File: src/rtl/uart_tx_engine.sv
// UART transmitter: start bit, LSB-first data, optional parity, 1 or 2 stop bits.
// All outputs registered; each serial bit lasts the latched divisor (0 treated as 1) in cycles.
module uart_tx_engine #(
   parameter int DATA_UART = 8,
   parameter int DIV_SIZE  = 16
) (
   input  logic                 clk_i,
   input  logic                 rstn_i,
   input  logic                 en_i,
   input  logic                 stop_bits_i,
   input  logic                 parity_bit_i,
   input  logic                 parity_bit_mode_i,
   input  logic [DIV_SIZE-1:0]  baud_div_i,
   input  logic [DATA_UART-1:0] tx_data_i,
   input  logic                 tx_send_i,
   output logic                 tx_o,
   output logic                 tx_ready_o,
   output logic                 busy_o
);

   localparam int IDX_W = (DATA_UART > 1) ? $clog2(DATA_UART) : 1;

   typedef enum logic [2:0] {IDLE, START, DATA, PARITY, STOP1, STOP2} state_t;

   state_t               state_q, state_d;
   logic [DIV_SIZE-1:0]  cnt_q, cnt_d;
   logic [DIV_SIZE-1:0]  div_q, div_d;
   logic [IDX_W-1:0]     idx_q, idx_d;
   logic [DATA_UART-1:0] shift_q, shift_d;
   logic                 stop2_q, stop2_d;
   logic                 par_en_q, par_en_d;
   logic                 par_val_q, par_val_d;
   logic                 tx_d, busy_d, ready_d;
   logic                 bit_end;

   // div_q is never zero, so div_q-1 cannot underflow
   assign bit_end = (cnt_q == div_q - DIV_SIZE'(1));

   always_ff @(posedge clk_i or negedge rstn_i) begin
      if (!rstn_i) begin
         state_q    <= IDLE;
         cnt_q      <= '0;
         div_q      <= DIV_SIZE'(1);
         idx_q      <= '0;
         shift_q    <= '0;
         stop2_q    <= 1'b0;
         par_en_q   <= 1'b0;
         par_val_q  <= 1'b0;
         tx_o       <= 1'b1;
         busy_o     <= 1'b0;
         tx_ready_o <= 1'b0;
      end else begin
         state_q    <= state_d;
         cnt_q      <= cnt_d;
         div_q      <= div_d;
         idx_q      <= idx_d;
         shift_q    <= shift_d;
         stop2_q    <= stop2_d;
         par_en_q   <= par_en_d;
         par_val_q  <= par_val_d;
         tx_o       <= tx_d;
         busy_o     <= busy_d;
         tx_ready_o <= ready_d;
      end
   end

   always_comb begin
      state_d   = state_q;
      cnt_d     = cnt_q;
      div_d     = div_q;
      idx_d     = idx_q;
      shift_d   = shift_q;
      stop2_d   = stop2_q;
      par_en_d  = par_en_q;
      par_val_d = par_val_q;
      tx_d      = tx_o;
      busy_d    = busy_o;
      ready_d   = 1'b0;

      if (state_q == IDLE) begin
         tx_d   = 1'b1;
         busy_d = 1'b0;
         cnt_d  = '0;
         idx_d  = '0;
         if (en_i && tx_send_i) begin
            state_d   = START;
            shift_d   = tx_data_i;
            stop2_d   = stop_bits_i;
            par_en_d  = parity_bit_i;
            // parity is fixed at latch time so the shifting data need not be kept
            par_val_d = (^tx_data_i) ^ parity_bit_mode_i;
            div_d     = (baud_div_i == '0) ? DIV_SIZE'(1) : baud_div_i;
            tx_d      = 1'b0;
            busy_d    = 1'b1;
         end
      end else if (!en_i) begin
         state_d = IDLE;
         cnt_d   = '0;
         idx_d   = '0;
         tx_d    = 1'b1;
         busy_d  = 1'b0;
      end else if (!bit_end) begin
         cnt_d = cnt_q + DIV_SIZE'(1);
      end else begin
         cnt_d = '0;
         case (state_q)
            START: begin
               state_d = DATA;
               idx_d   = '0;
               tx_d    = shift_q[0];
            end
            DATA: begin
               if (idx_q == IDX_W'(DATA_UART - 1)) begin
                  state_d = par_en_q ? PARITY : STOP1;
                  tx_d    = par_en_q ? par_val_q : 1'b1;
               end else begin
                  idx_d   = idx_q + IDX_W'(1);
                  shift_d = shift_q >> 1;
                  tx_d    = shift_d[0];
               end
            end
            PARITY: begin
               state_d = STOP1;
               tx_d    = 1'b1;
            end
            STOP1: begin
               tx_d = 1'b1;
               if (stop2_q) begin
                  state_d = STOP2;
               end else begin
                  state_d = IDLE;
                  busy_d  = 1'b0;
                  ready_d = 1'b1;
               end
            end
            STOP2: begin
               state_d = IDLE;
               tx_d    = 1'b1;
               busy_d  = 1'b0;
               ready_d = 1'b1;
            end
            default: begin
               state_d = IDLE;
               tx_d    = 1'b1;
               busy_d  = 1'b0;
            end
         endcase
      end
   end

endmodule
File: config.mk
export PLATFORM = sky130hd
export DESIGN_NAME = uart_tx_engine
export DESIGN_NICKNAME = d
export VERILOG_FILES = /design/src/rtl/uart_tx_engine.sv
export SDC_FILE = /design/constraint.sdc
export NUM_CORES = 1
export LEC_CHECK = 0
export CORE_UTILIZATION = 60
export DETAILED_ROUTE_END_ITERATION = 10
export PLACE_DENSITY = 0.83
export SLEW_MARGIN = 20
export SYNTH_ARGS = -nofsm -noshare
export SYNTH_HDL_FRONTEND = slang
export SYNTH_SLANG_ARGS = --single-unit
export TNS_END_PERCENT = 50
File: constraint.sdc
create_clock -name clk_i -period 8.7 [get_ports clk_i]
set_input_delay 1.74 -clock clk_i [delete_from_list [all_inputs] [get_ports clk_i]]
set_output_delay 1.74 -clock clk_i [all_outputs]
set_load 0.01 [all_outputs]
* After elaboration in Yosys (flattened, before gate mapping)
Cells that the tools add are included.
** Operators by class
- Eq/ne operators :: 15
- Add/subtract/negate cells :: 3
- Reductions and logical operators :: 13
- Multiply operators :: 0
- Muxes and demuxes :: 41
- Order comparisons :: 0
- Divide/modulo/power cells :: 0
- Shifts and indexed selects :: 0
- Bitwise gates (word level) :: 1
** Operators by type and width (number)
- $mux W16 :: 4
- $mux W8 :: 6
- $mux W3 :: 11
- $add A16 B1 Y16 const B :: 1
- $eq A16 B16 Y1 :: 1
- $logic_not A16 Y1 :: 1
- $sub A16 B1 Y16 const B :: 1
- $mux W1 :: 15
- $ne A4 B4 Y1 const B :: 3
- $pmux W3 S4 :: 1
- $eq A3 B3 Y1 const B :: 3
- $reduce_and A3 Y1 :: 3
- $reduce_xor A8 Y1 :: 1
- $eq A3 B2 Y1 const B :: 2
- $pmux W1 S2 :: 3
- $pmux W3 S2 :: 1
- $reduce_bool A2 Y1 :: 3
- $reduce_and A5 Y1 :: 1
- $ne A4 B1 Y1 const B :: 1
- $add A3 B1 Y3 const B :: 1
- $eq A3 B1 Y1 const B :: 1
- $logic_not A3 Y1 :: 1
- $ne A3 B1 Y1 const B :: 1
- $ne A3 B2 Y1 const B :: 1
- other kinds (6) :: 6
** Storage, ports and cells
- Output and inout bits :: 3
- Memories kept :: 0
- Logic and storage cells :: 84
- Input bits :: 31
- Bits in latches :: 0
- Bits in read-only memories :: 0
- Flip-flop bits (word level) :: 52
- Bits in writable memories :: 0

* Depth between registers and ports, before layout
Gate-level depths: netlist (run 1).
- Depth after elaboration :: 6
- Gate-level depth with buffers :: 11
- Depth with buffers taken out :: 9

* Least setup slack after synthesis (run 1)
OpenSTA, ideal clock, no wires.
- Kind :: input -> register
- Start point :: in tx_send_i
- End point :: reg div_q[10]
- Cell stages on the path :: 4
- Slack :: 5.663 ns
- Data required time :: 8.575 ns
- Arrival time :: 2.912 ns
- Library setup time :: 0.125 ns
- Path buffers :: 2
- Cell sequence :: and3_1 -> clkbuf_1 -> clkbuf_1 -> mux2_2
** Between the ends
- Word-level cells in the longest chain between the ends :: 2
** RTL lines
- from (decl) :: RTL line 15 : input logic tx_send_i,
- $logic_and A1 B1 Y1 :: RTL line 85 : if (en_i && tx_send_i) begin
- $reduce_and A2 Y1 (no source line)
- to (signal assigned) :: RTL line 55 : div_q <= div_d;
- to (decl) :: RTL line 27 : logic [DIV_SIZE-1:0] div_q, div_d;
Every way passes these cells.
A chain may end at the register's enable or synchronous reset.

* Final worst setup path (run 1)
- Start point :: reg div_q[3]
- End point :: reg state_q[2]
** Between the ends
- Word-level cells in the longest chain between the ends :: 4
** RTL lines
- $sub A16 B1 Y16 :: RTL line 37 : assign bit_end = (cnt_q == div_q - DIV_SIZE'(1));
- $eq A16 B16 Y1 :: RTL line 37
- $ne A3 B1 Y1 (no source line)
- $reduce_and A3 Y1 (no source line)
- to (signal assigned) :: RTL line 53 : state_q <= state_d;
- to (decl) :: RTL line 25 : state_t state_q, state_d;
Every way passes these cells.

==> results of run 1 <==
[flip-flops by register name, summed over array words and instances (netlist names)]
| signal | flops |
|---|---|
| busy_o | 1 |
| cnt_q | 16 |
| div_q | 16 |
| idx_q | 3 |
| par_en_q | 1 |
| par_val_q | 1 |
| shift_q | 8 |
| state_q | 3 |
| stop2_q | 1 |
| tx_o | 1 |
| tx_ready_o | 1 |
[synthesized netlist by cell type, types with 4 or more instances]
cell type  number  area [µm²]
a21oi_1         9        45.0
clkbuf_1       13        48.8
dfrtp_1        50        1250
ha_1            4        50.1
inv_1          10        37.5
mux2_2         29         327
nand2_1        15        56.3
nand2b_1        6        37.5
nand3_1         9        45.0
nand4_1         6        37.5
nor2_1         29         109
nor3_1         10        50.1
nor4_1          9        56.3
o21ai_0        11        55.1
or3_1           5        31.3
xnor2_1        18         158
xor2_1         20         175
[cell families (layout without fill, tap and decap cells)]
group	Yosys count	after routing	synth area share [%]
buf+inv	26	52	3.60
flops	52	52	42.6
mux	33	33	12.1
compound gates	45	45	11.0
simple gates	107	107	18.2
xor+xnor	38	38	10.9
fa+ha+maj	4	4	1.64
[power by group through the flow]
stage / clock network, µW / logic, µW / registers (µW)
CTS: 169 / 374 / 410
detailed placement: 0 / 368 / 415
finish: 166 / 374 / 412
global route: 175 / 414 / 425
global placement: 0 / 354 / 410
floorplan: 0 / 317 / 371
[how the worst max path moves through the flow]
stage | to | startpoint | cells after the start | slack [ns]
final | state_q[2] | div_q[3] | 7 | 4.90
after global routing | state_q[2] | div_q[1] | 9 | 4.66
after CTS | state_q[2] | div_q[3] | 7 | 4.95
after detailed placement | shift_q[4] | en_i | 4 | 4.78
after global placement | shift_q[5] | en_i | 4 | 4.83
after floorplan | div_q[10] | tx_send_i | 4 | 5.66
[per-stage QoR]
step / util (%) / instances / cell area, µm² / hold WS [ns] / setup WS, ns
3_5_place_dp: 70.7 / 390 / 3400 / 0.492 / 4.78
5_1_grt: 73.0 / 398 / 3520 / 0.530 / 4.66
3_3_place_gp: 70.6 / 390 / 3400 / 0.487 / 4.83
6_report: 73.0 / 398 / 3520 / 0.513 / 4.90
2_1_floorplan: - / 305 / 3060 / 0.475 / 5.66
4_1_cts: 73.0 / 398 / 3520 / 0.516 / 4.95
[layer usage]
metal / part of all wire (%) / GRT usage, % / vias to the layer above
met2: 48 / 44.1 / 64
met5: 0 / 0 / -
met3: 4.8 / 4.66 / 11
met4: 1.7 / 9.19 / 0
met1: 45 / 36.3 / 1173
li1: - / - / 1135
[layout make-up]
| class | instances | area, µm² |
|---|---|---|
| Timing Repair Buffer | 34 | 335 |
| Clock inverter | 3 | 42.5 |
| Fill cell | 373 | 1300 |
| Inverter | 10 | 37.5 |
| Clock buffer | 5 | 68.8 |
| Sequential cell | 52 | 1300 |
| Multi-Input combinational cell | 227 | 1640 |
| Tap cell | 67 | 83.8 |
==> run metrics, run 1 <==
status=finished clean; Seq pwr share=43.2%; Hold Path Class=flop to flop; H-tree depth=2; drt wl/cell=16.4 µm; share of cells above drive strength 1=14.5%; Post-DP HPWL=4.72 mm; GRT overflow=0; Leak=0.00141 µW; die height=73.4 µm; DR vias=2383; WP data arrival=4.00 ns; setup tns final=0 ns; Peak VDD IR=173 µV; internal power=596 µW; buffers and inverters on the worst path=0; asr flop ratio synth=100%; total global-route track usage=26.9%; slowest cell delay on critical path=0.68 ns; Initial Util=63.5%; first-pass GRT wire length=11.0 mm; Worst Hold Depth=1; initial DRC count=196; CP endpoint kind=flop; mapped cell area=0.00306 mm²; CP required=8.90 ns; number of antenna violations at the first check in global routing=0; final period utilization=43.7%; Root Buffer Master=clkbuf_8; clk slew on worst S/H paths=0.09 ns; CP max FO=20; Total Nets Final=365; Cell variety after synth=51; Post-synth EDFFs=0; post-CTS setup buffers=0; Top delay family on crit path=simple AND/OR/NAND/NOR gates; setup violators final=0; top_reg_cell synth=dfrtp_1; Die Area=0.00539 mm²; syn avg cell area=10.0 µm²; fin crit period=3.80 ns; number of diodes=0; commonest non-fill, non-tap cell in the layout=dfrtp_1; DRC Markers=0; Synth Instances=305; register-to-register setup slack=4.90 ns; RSZ-0062 raised after global routing=false; min-delay src=shift_q[5]; crit-path cells=nor4_1 > nand3_1 > nor4_1 > o32ai_2 > a2111oi_4 > or3_1 > mux2_2; NetSw=357 µW; most used cell, CP=nor4_1; worst relative slew slack=30.5%; synthesized flop and latch total=52; DIE WIDTH=73.4 µm; vias in the first global route=2286; pin count of the biggest net entering global routing=53; placeable core region=0.00482 mm²; most frequent cells in the layout=dfrtp_1, clkdlybuf4s50_1, nor2_1, mux2_2, xor2_1; Routed Antenna Nets=0; reg-to-reg startpoint=div_q[3]; CTS Sinks=52; IO buf count=33; switch share=37.5%; Pwr Total=952 µW; startpoint class of the critical path=flop; Power per Cell Area=271 mW/mm²; critical path class=flop to flop; Synth-to-Final Area Change=15.0%; reg2reg path depth=7; iteration count of the initial detailed-routing pass=4; final wirelength=6.51 mm; Num CTS Buffers=5; io pins=34; Slew @ Worst Pin=1.04 ns; clock buffer depth=2; post_cts resized=0; Max-cap violations=0; logic gate share of total power=39.3%; sequential fraction of the synthesis area=42.6%; worst skew pair latency=0.31 ns; via density per instance=5.99; Final Wtd Congestion=0.904; # hold bufs at CTS=0; reg2reg end=state_q[2]; Critical-path top delay cell=nor4_1; # rows=25; clk_skew=0.00401 ns; final count of hold timing violations=0; worst hold endpoint=shift_q[5]; Syn Nets=340; clock power share=17.5%; maximum clock frequency=263 MHz; clock tree from TritonCTS=yes; Pins Over Slew Limit=0; Yosys warnings=0
Note: power is estimated with default switching activity, not from simulation.
==> run 2: changes to the inputs <==
Settings changed: CORE_UTILIZATION 60 to 56, PLACE_DENSITY 0.83 to 0.78.
Clock period 8.7 ns to 3.5 ns, I/O delays scaled along.
==> run 2 against run 1 <==
Against the previous run:
- critical endpoint is now shift_q[4]
- cell area rose by 0.89%
- highest routed layer unchanged
- combinational power rose to 2.5 times the previous value
- total power increased by 150%
- sequential power rose to 2.5 times the previous value
- critical path depth is 1 higher
- die area up 6.9%
- worst hold slack got worse by 0.039 ns
- global-route usage shrank 2.4 points
- register-to-register slack worse by 4.5 ns
- core utilization decreased by 4.4 points
- clock skew is 0.0026 ns higher
- first-iteration DRC count down 19%
==> run metrics, run 2 (synthesis gave the netlist of run 1 again) <==
status=finished clean; final wirelength=6.38 mm; DIE WIDTH=75.9 µm; number of diodes=0; die height=75.9 µm; CP endpoint kind=flop; Total Nets Final=371; buffers and inverters on the worst path=1; Post-DP HPWL=4.79 mm; fin crit period=3.09 ns; Leak=0.00143 µW; total global-route track usage=24.5%; clock tree from TritonCTS=yes; Final Wtd Congestion=0.885; post_cts resized=0; post-CTS setup buffers=0; DR vias=2340; Initial Util=59.1%; final count of hold timing violations=0; critical path class=flop to flop; clk_skew=0.00656 ns; worst relative slew slack=46.9%; Die Area=0.00576 mm²; pin count of the biggest net entering global routing=36; RSZ-0062 raised after global routing=false; share of cells above drive strength 1=15.8%; DRC Markers=0; fin worst setup slack=0.405 ns; Power per Cell Area=658 mW/mm²; Slew @ Worst Pin=0.796 ns; first-pass GRT wire length=10.4 mm; crit-path cells=or4_1 > o31ai_1 > a21oi_1 > o32ai_2 > a2111oi_4 > buf_4 > a21oi_2 > mux2_2; clock power share=15.4%; setup violators final=0; Num CTS Buffers=5; most frequent cells in the layout=dfrtp_1, clkdlybuf4s50_1, nor2_1, mux2_2, xor2_1; iteration count of the initial detailed-routing pass=4; maximum clock frequency=323 MHz; via density per instance=5.76; WP data arrival=3.29 ns; clk slew on worst S/H paths=0.09 ns; io pins=34; Root Buffer Master=clkbuf_8; IO buf count=33; vias in the first global route=2244; CP max FO=9; Peak VDD IR=435 µV; logic gate share of total power=40.3%; GRT overflow=0; Critical-path top delay cell=or4_1; # hold bufs at CTS=0; Layout fillers=377; CP required=3.69 ns; internal power=1460 µW; Hold Path Class=primary input to async pin; Setup WS pre-CTS=0.461 ns; slowest cell delay on critical path=0.67 ns; drt wl/cell=15.7 µm; commonest non-fill, non-tap cell in the layout=dfrtp_1; Top Registers=cnt_q x16, div_q x16, shift_q x8; switch share=37.4%; Top delay family on crit path=compound AO/OA/AOI/OAI gates; Max-cap violations=0; Routed Antenna Nets=0; worst skew pair latency=0.30 ns; CTS Sinks=52; startpoint class of the critical path=flop; final period utilization=88.4%; setup tns final=0 ns; number of antenna violations at the first check in global routing=0; Synth-to-Final Area Change=16.0%; # rows=26; initial DRC count=158; clock buffer depth=2; H-tree depth=2; Pins Over Slew Limit=0; Seq pwr share=44.2%; NetSw=874 µW; placeable core region=0.00517 mm²
## run 2: cell types whose count changed in the layout (fill, tap and decap cells not counted), sizes merged
cell	delta
clkinvlp	-1
clkinv	-1
bufinv	-1
buf	+6
clkbuf	+2
## run 2: worst reg2reg max path: stages, from the launching register on
cell and delay, ns:
dfrtp_1 0.47, or4_1 0.67, o31ai_1 0.34, a21oi_1 0.12
o32ai_2 0.35, a2111oi_4 0.10, buf_4 0.18, a21oi_2 0.35
mux2_2 0.39
## run 2: path summary, 6_finish.rpt
kind	startpoint	endpoint	slack [ns]	depth (start not counted)
min	rstn_i	div_q[11]	0.47	1
max	div_q[3]	shift_q[4]	0.41	8
min in group clk_i	shift_q[2]	shift_q[2]	0.51	1
min reg2reg	shift_q[2]	shift_q[2]	0.51	1
max reg2reg	div_q[3]	shift_q[4]	0.41	8
max in group asynchronous	rstn_i	div_q[0]	2.22	2
## run 2: layout make-up
cell class | instances | area (µm²) | area share (%)
repair buffers | 40 | 378 | 10.7
multi-input cells | 227 | 1640 | 46.3
clock buffers | 7 | 96.3 | 2.72
well taps | 70 | 87.6 | 2.47
inverters | 10 | 37.5 | 1.06
flip-flops and latches | 52 | 1300 | 36.8
## run 2: power groups by stage
stage	combinational [µW]	sequential, µW	clock (µW)
finish	942	1030	360
global route	1050	1070	389
CTS	946	1030	371
detailed placement	938	1040	0
global placement	914	1030	0
floorplan	787	921	0
## run 2: per-layer routing
layer / GRT usage, % / wire, µm
met4: 6.79 / 72
met5: 0 / 0
met1: 34.0 / 3120
met2: 39.7 / 2940
met3: 3.97 / 243
## run 2: through the flow
| step | hold WS [ns] | util, % | instance area [µm²] | std cells | total power [µW] |
|---|---|---|---|---|---|
| floorplan | 0.404 | - | 3060 | 305 | 1710 |
| global placement | 0.486 | 66.7 | 3450 | 399 | 1940 |
| detailed placement | 0.492 | 66.7 | 3450 | 399 | 1970 |
| CTS | 0.494 | 68.6 | 3550 | 406 | 2340 |
| global route | 0.542 | 68.6 | 3550 | 406 | 2500 |
| finish | 0.475 | 68.6 | 3550 | 406 | 2330 |
==> run 3: changes to the inputs <==
Settings changed: CORE_UTILIZATION 56 to 30, PLACE_DENSITY 0.78 to 0.47.
==> run 3 against run 2 <==
Against the previous run:
- fmax shrank 2.6%
- via count shrank 1.6%
- cell area grew 2.5%
- first-iteration DRC count shrank 15%
- final cell count grew 16%
- sequential power is essentially flat
- non-clock buffer count is the same
- critical path depth shrank 1
- total power grew 1.7%
==> run metrics, run 3 (synthesis gave the netlist of run 1 again) <==
fin cells=470; Slew @ Worst Pin=0.611 ns; Power per Cell Area=652 mW/mm²; setup violators final=0; WP data arrival=3.38 ns; worst skew pair latency=0.31 ns; CTS Sinks=52; drt wl/cell=14.2 µm; clock tree from TritonCTS=yes; reg-to-reg startpoint=div_q[3]; placeable core region=0.00982 mm²; fin crit period=3.18 ns; commonest non-fill, non-tap cell in the layout=dfrtp_1; Post-DP HPWL=5.06 mm; Initial Util=31.1%; Max-cap violations=0; final period utilization=90.8%; # hold bufs at CTS=0; CP max FO=9; Final Wtd Congestion=0.777; vias in the first global route=2245; Top Registers=cnt_q x16, div_q x16, shift_q x8; post_cts resized=0; die height=103 µm; most frequent cells in the layout=dfrtp_1, clkdlybuf4s50_1, nor2_1, mux2_2, xor2_1; first-pass GRT wire length=11.5 mm; final count of hold timing violations=0; placed insts=462; via density per instance=4.90; H-tree depth=2; total global-route track usage=14.1%; status=finished clean; clk_skew=0.0113 ns; register-to-register setup slack=0.32 ns; DR vias=2303; iteration count of the initial detailed-routing pass=4; Synth-to-Final Area Change=18.9%; clock buffer depth=2; Leak=0.00144 µW; startpoint class of the critical path=flop; pin count of the biggest net entering global routing=28; number of diodes=0; # rows=36; GRT overflow=0; CP endpoint kind=flop; Die Area=0.0106 mm²; Total Nets Final=371; reg2reg end=state_q[2]; Pins Over Slew Limit=0; post-CTS setup buffers=0; Peak VDD IR=295 µV; reg2reg path depth=7; Routed Antenna Nets=0; Hold Path Class=primary input to async pin; clk slew on worst S/H paths=0.10 ns; io pins=34; RSZ-0062 raised after global routing=false; initial DRC count=135; number of antenna violations at the first check in global routing=0; final wirelength=6.68 mm; DIE WIDTH=103 µm; setup tns final=0 ns; IO buf count=33; share of cells above drive strength 1=15.7%; Root Buffer Master=clkbuf_8; maximum clock frequency=315 MHz; Num CTS Buffers=5; DRC Markers=0; worst relative slew slack=59.3%; CP required=3.70 ns; critical path class=flop to flop
[run 3: routing by layer]
metal | vias to the layer above | GRT usage (%) | share of wire, % | routed length [µm]
li1 | 1145 | - | - | -
met1 | 1126 | 21.9 | 54 | 3600
met2 | 26 | 20.1 | 43 | 2860
met3 | 6 | 2.17 | 2.3 | 156
met4 | 0 | 3.25 | 0.97 | 65
met5 | - | 0 | 0 | 0
[run 3: layout make-up]
| type | instances | area [µm²] |
|---|---|---|
| fill | 1041 | 6180 |
| multi-input combinational | 227 | 1640 |
| sequential | 52 | 1300 |
| timing repair buffer | 40 | 378 |
| tap | 133 | 166 |
| clock buffer | 6 | 72.6 |
| inverter | 10 | 37.5 |
| clock inverter | 2 | 35.0 |
[run 3: how the worst max path moves through the flow]
stage,start,to,cells past startpoint
after floorplan,div_q[3],state_q[0],10
after global placement,div_q[3],state_q[2],7
after detailed placement,div_q[3],state_q[2],7
after CTS,div_q[3],state_q[2],7
after global routing,div_q[3],cnt_q[15],8
final,div_q[3],state_q[2],7
[run 3: report_power, final]
group / internal [µW] / switching [µW]
combinational: 496 / 438
sequential: 792 / 234
clock: 213 / 201
[run 3: critical path, cell delays in order, from the launching register on]
cell       delay, ns
dfrtp_1         0.48
or4_1           0.65
or3_4           0.43
a211oi_2        0.17
o32ai_2         0.12
a2111oi_4       0.55
or3_1           0.31
mux2_2          0.36
[run 3: through the flow]
step           setup WS [ns]  hold slack [ns]  power (µW)  cell area, µm²  util [%]
6_report               0.322            0.395        2370            3640      37.0
3_5_place_dp           0.305            0.493        1980            3530      35.9
5_1_grt               0.0206            0.437        2560            3640      37.0
4_1_cts                0.288            0.415        2400            3640      37.0
2_1_floorplan          0.479            0.404        1710            3060         -
3_3_place_gp           0.384            0.493        1980            3530      35.9
==> edit: new RTL, flow settings as in run 3 <==
Register the inputs `parity_bit_mode_i` and `baud_div_i` before use. The logic sees them one clock later. The other inputs are not delayed to match.
--- a/src/rtl/uart_tx_engine.sv
+++ b/src/rtl/uart_tx_engine.sv
@@ -23,2 +23,10 @@
    typedef enum logic [2:0] {IDLE, START, DATA, PARITY, STOP1, STOP2} state_t;
+
+   logic parity_bit_mode_q;
+   logic [DIV_SIZE-1:0] baud_div_q;
+
+   always_ff @(posedge clk_i) begin
+      parity_bit_mode_q <= parity_bit_mode_i;
+      baud_div_q        <= baud_div_i;
+   end
 
@@ -90,4 +98,4 @@
             // parity is fixed at latch time so the shifting data need not be kept
-            par_val_d = (^tx_data_i) ^ parity_bit_mode_i;
-            div_d     = (baud_div_i == '0) ? DIV_SIZE'(1) : baud_div_i;
+            par_val_d = (^tx_data_i) ^ parity_bit_mode_q;
+            div_d     = (baud_div_q == '0) ? DIV_SIZE'(1) : baud_div_q;
             tx_d      = 1'b0;
Function: changed (Yosys sat finds a counterexample within 4 cycles, from zero or initial values and one cycle with rstn_i low).
==> edit against run 3 <==
  * Maximum frequency shrank 2.3%
  * Sequential cell count grew 17
  * Setup slack got worse by 0.073 ns
  * Final cell count grew 16%
  * Total power increased by 30%
  * Wire length grew 12%
  * Area after synthesis up 15%
  * Design area rose by 19%
  * Sequential share of layout area up 2.1 points
  * Critical endpoint is now shift_q[5]
  * Largest cell class unchanged
==> edit: results (changes against run 3) <==
[critical_path]
r2r_slack_ns=0.25  ; -0.07 ns
r2r_end=shift_q[5]
slowest_delay_ns=0.63  ; -0.02 ns
arrival_ns=3.46  ; +0.08 ns

[cells_and_area]
clkCellAreaFrac=0.0736  ; +0.0440
nNonClkBuffers=46  ; +15%
clock_buffers=10  ; +4
multi_input_area_mm2=0.00172  ; +4.9%
design.seq.count=69  ; +33%
syn2layout_area_growth_pct=23.3
area_share_nonclk_buffers=0.0975  ; -0.00640
nFillCells=1173  ; +13%

[synth]
syn_nets=394  ; +16%
async_flop_share=0.754  ; -0.246
synth_seq_area_share=0.467  ; +0.0409
yosys-top-cells-count=50 x dfrtp_1, 35 x nand2_1, 29 x nor2_1, 19 x xnor2_1
synth-compound-area-share=0.112  ; +0.00236
muxShareOfSynthArea=0.0871  ; -0.0336

[drt]
drt_iter0_markers=128  ; -5.2%
first_pass_iters=5  ; +1
via_per_inst=4.85  ; -1.1%

[placement]
place_ws_ns=0.203  ; -0.102 ns
hpwl_mm=5.50  ; +8.7%
place_area_mm2=0.00402  ; +14%
placed_cells=527  ; +14%

[grt]
grt_util_all_layers=0.137  ; -0.00400
grt_max_degree=35  ; +25%
grt_pass1_vias=2535  ; +13%

[clock_tree]
clk_latency_ns=0.33  ; +0.02 ns
path_clk_slew_ns=0.06  ; -0.04 ns
cts_made_buffers=9  ; +4

[sta]
period_share=0.929  ; +0.0210
skew_ns=0.00897  ; -0.00232 ns
relSlewSlack=0.478  ; -0.115

[status]
status=finished, final reports clean

[pwr]
seqPwrFrac=0.389  ; -0.043

==> edit: metal layers <==
layer | global-route usage | up-vias | wire length [um]
li1 | - | 1349 | -
met1 | 0.191 | 1232 | 3820
met2 | 0.203 | 45 | 3370
met3 | 0.0335 | 6 | 223
met4 | 0.0508 | 0 | 77
met5 | 0 | - | 0
==> edit: cell families after synthesis <==
logic type | Yosys count
and+or+nand+nor | 132
DFF | 69
AOI/OAI and AO/OA | 59
xor gates and xnor gates | 36
buffers and inverters | 34
muxes | 25
adders and majority gates | 4
==> edit: worst min-delay path by stage <==
stage | slack, ns | from | endpoint | cells past startpoint
after floorplan | 0.40 | rstn_i | busy_o | 0
after global placement | 0.46 | baud_div_q[9] | div_q[9] | 2
after detailed placement | 0.46 | baud_div_q[1] | div_q[1] | 2
after CTS | 0.47 | baud_div_q[1] | div_q[1] | 2
after global routing | 0.51 | baud_div_q[8] | div_q[8] | 1
final | 0.45 | rstn_i | idx_q[2] | 1
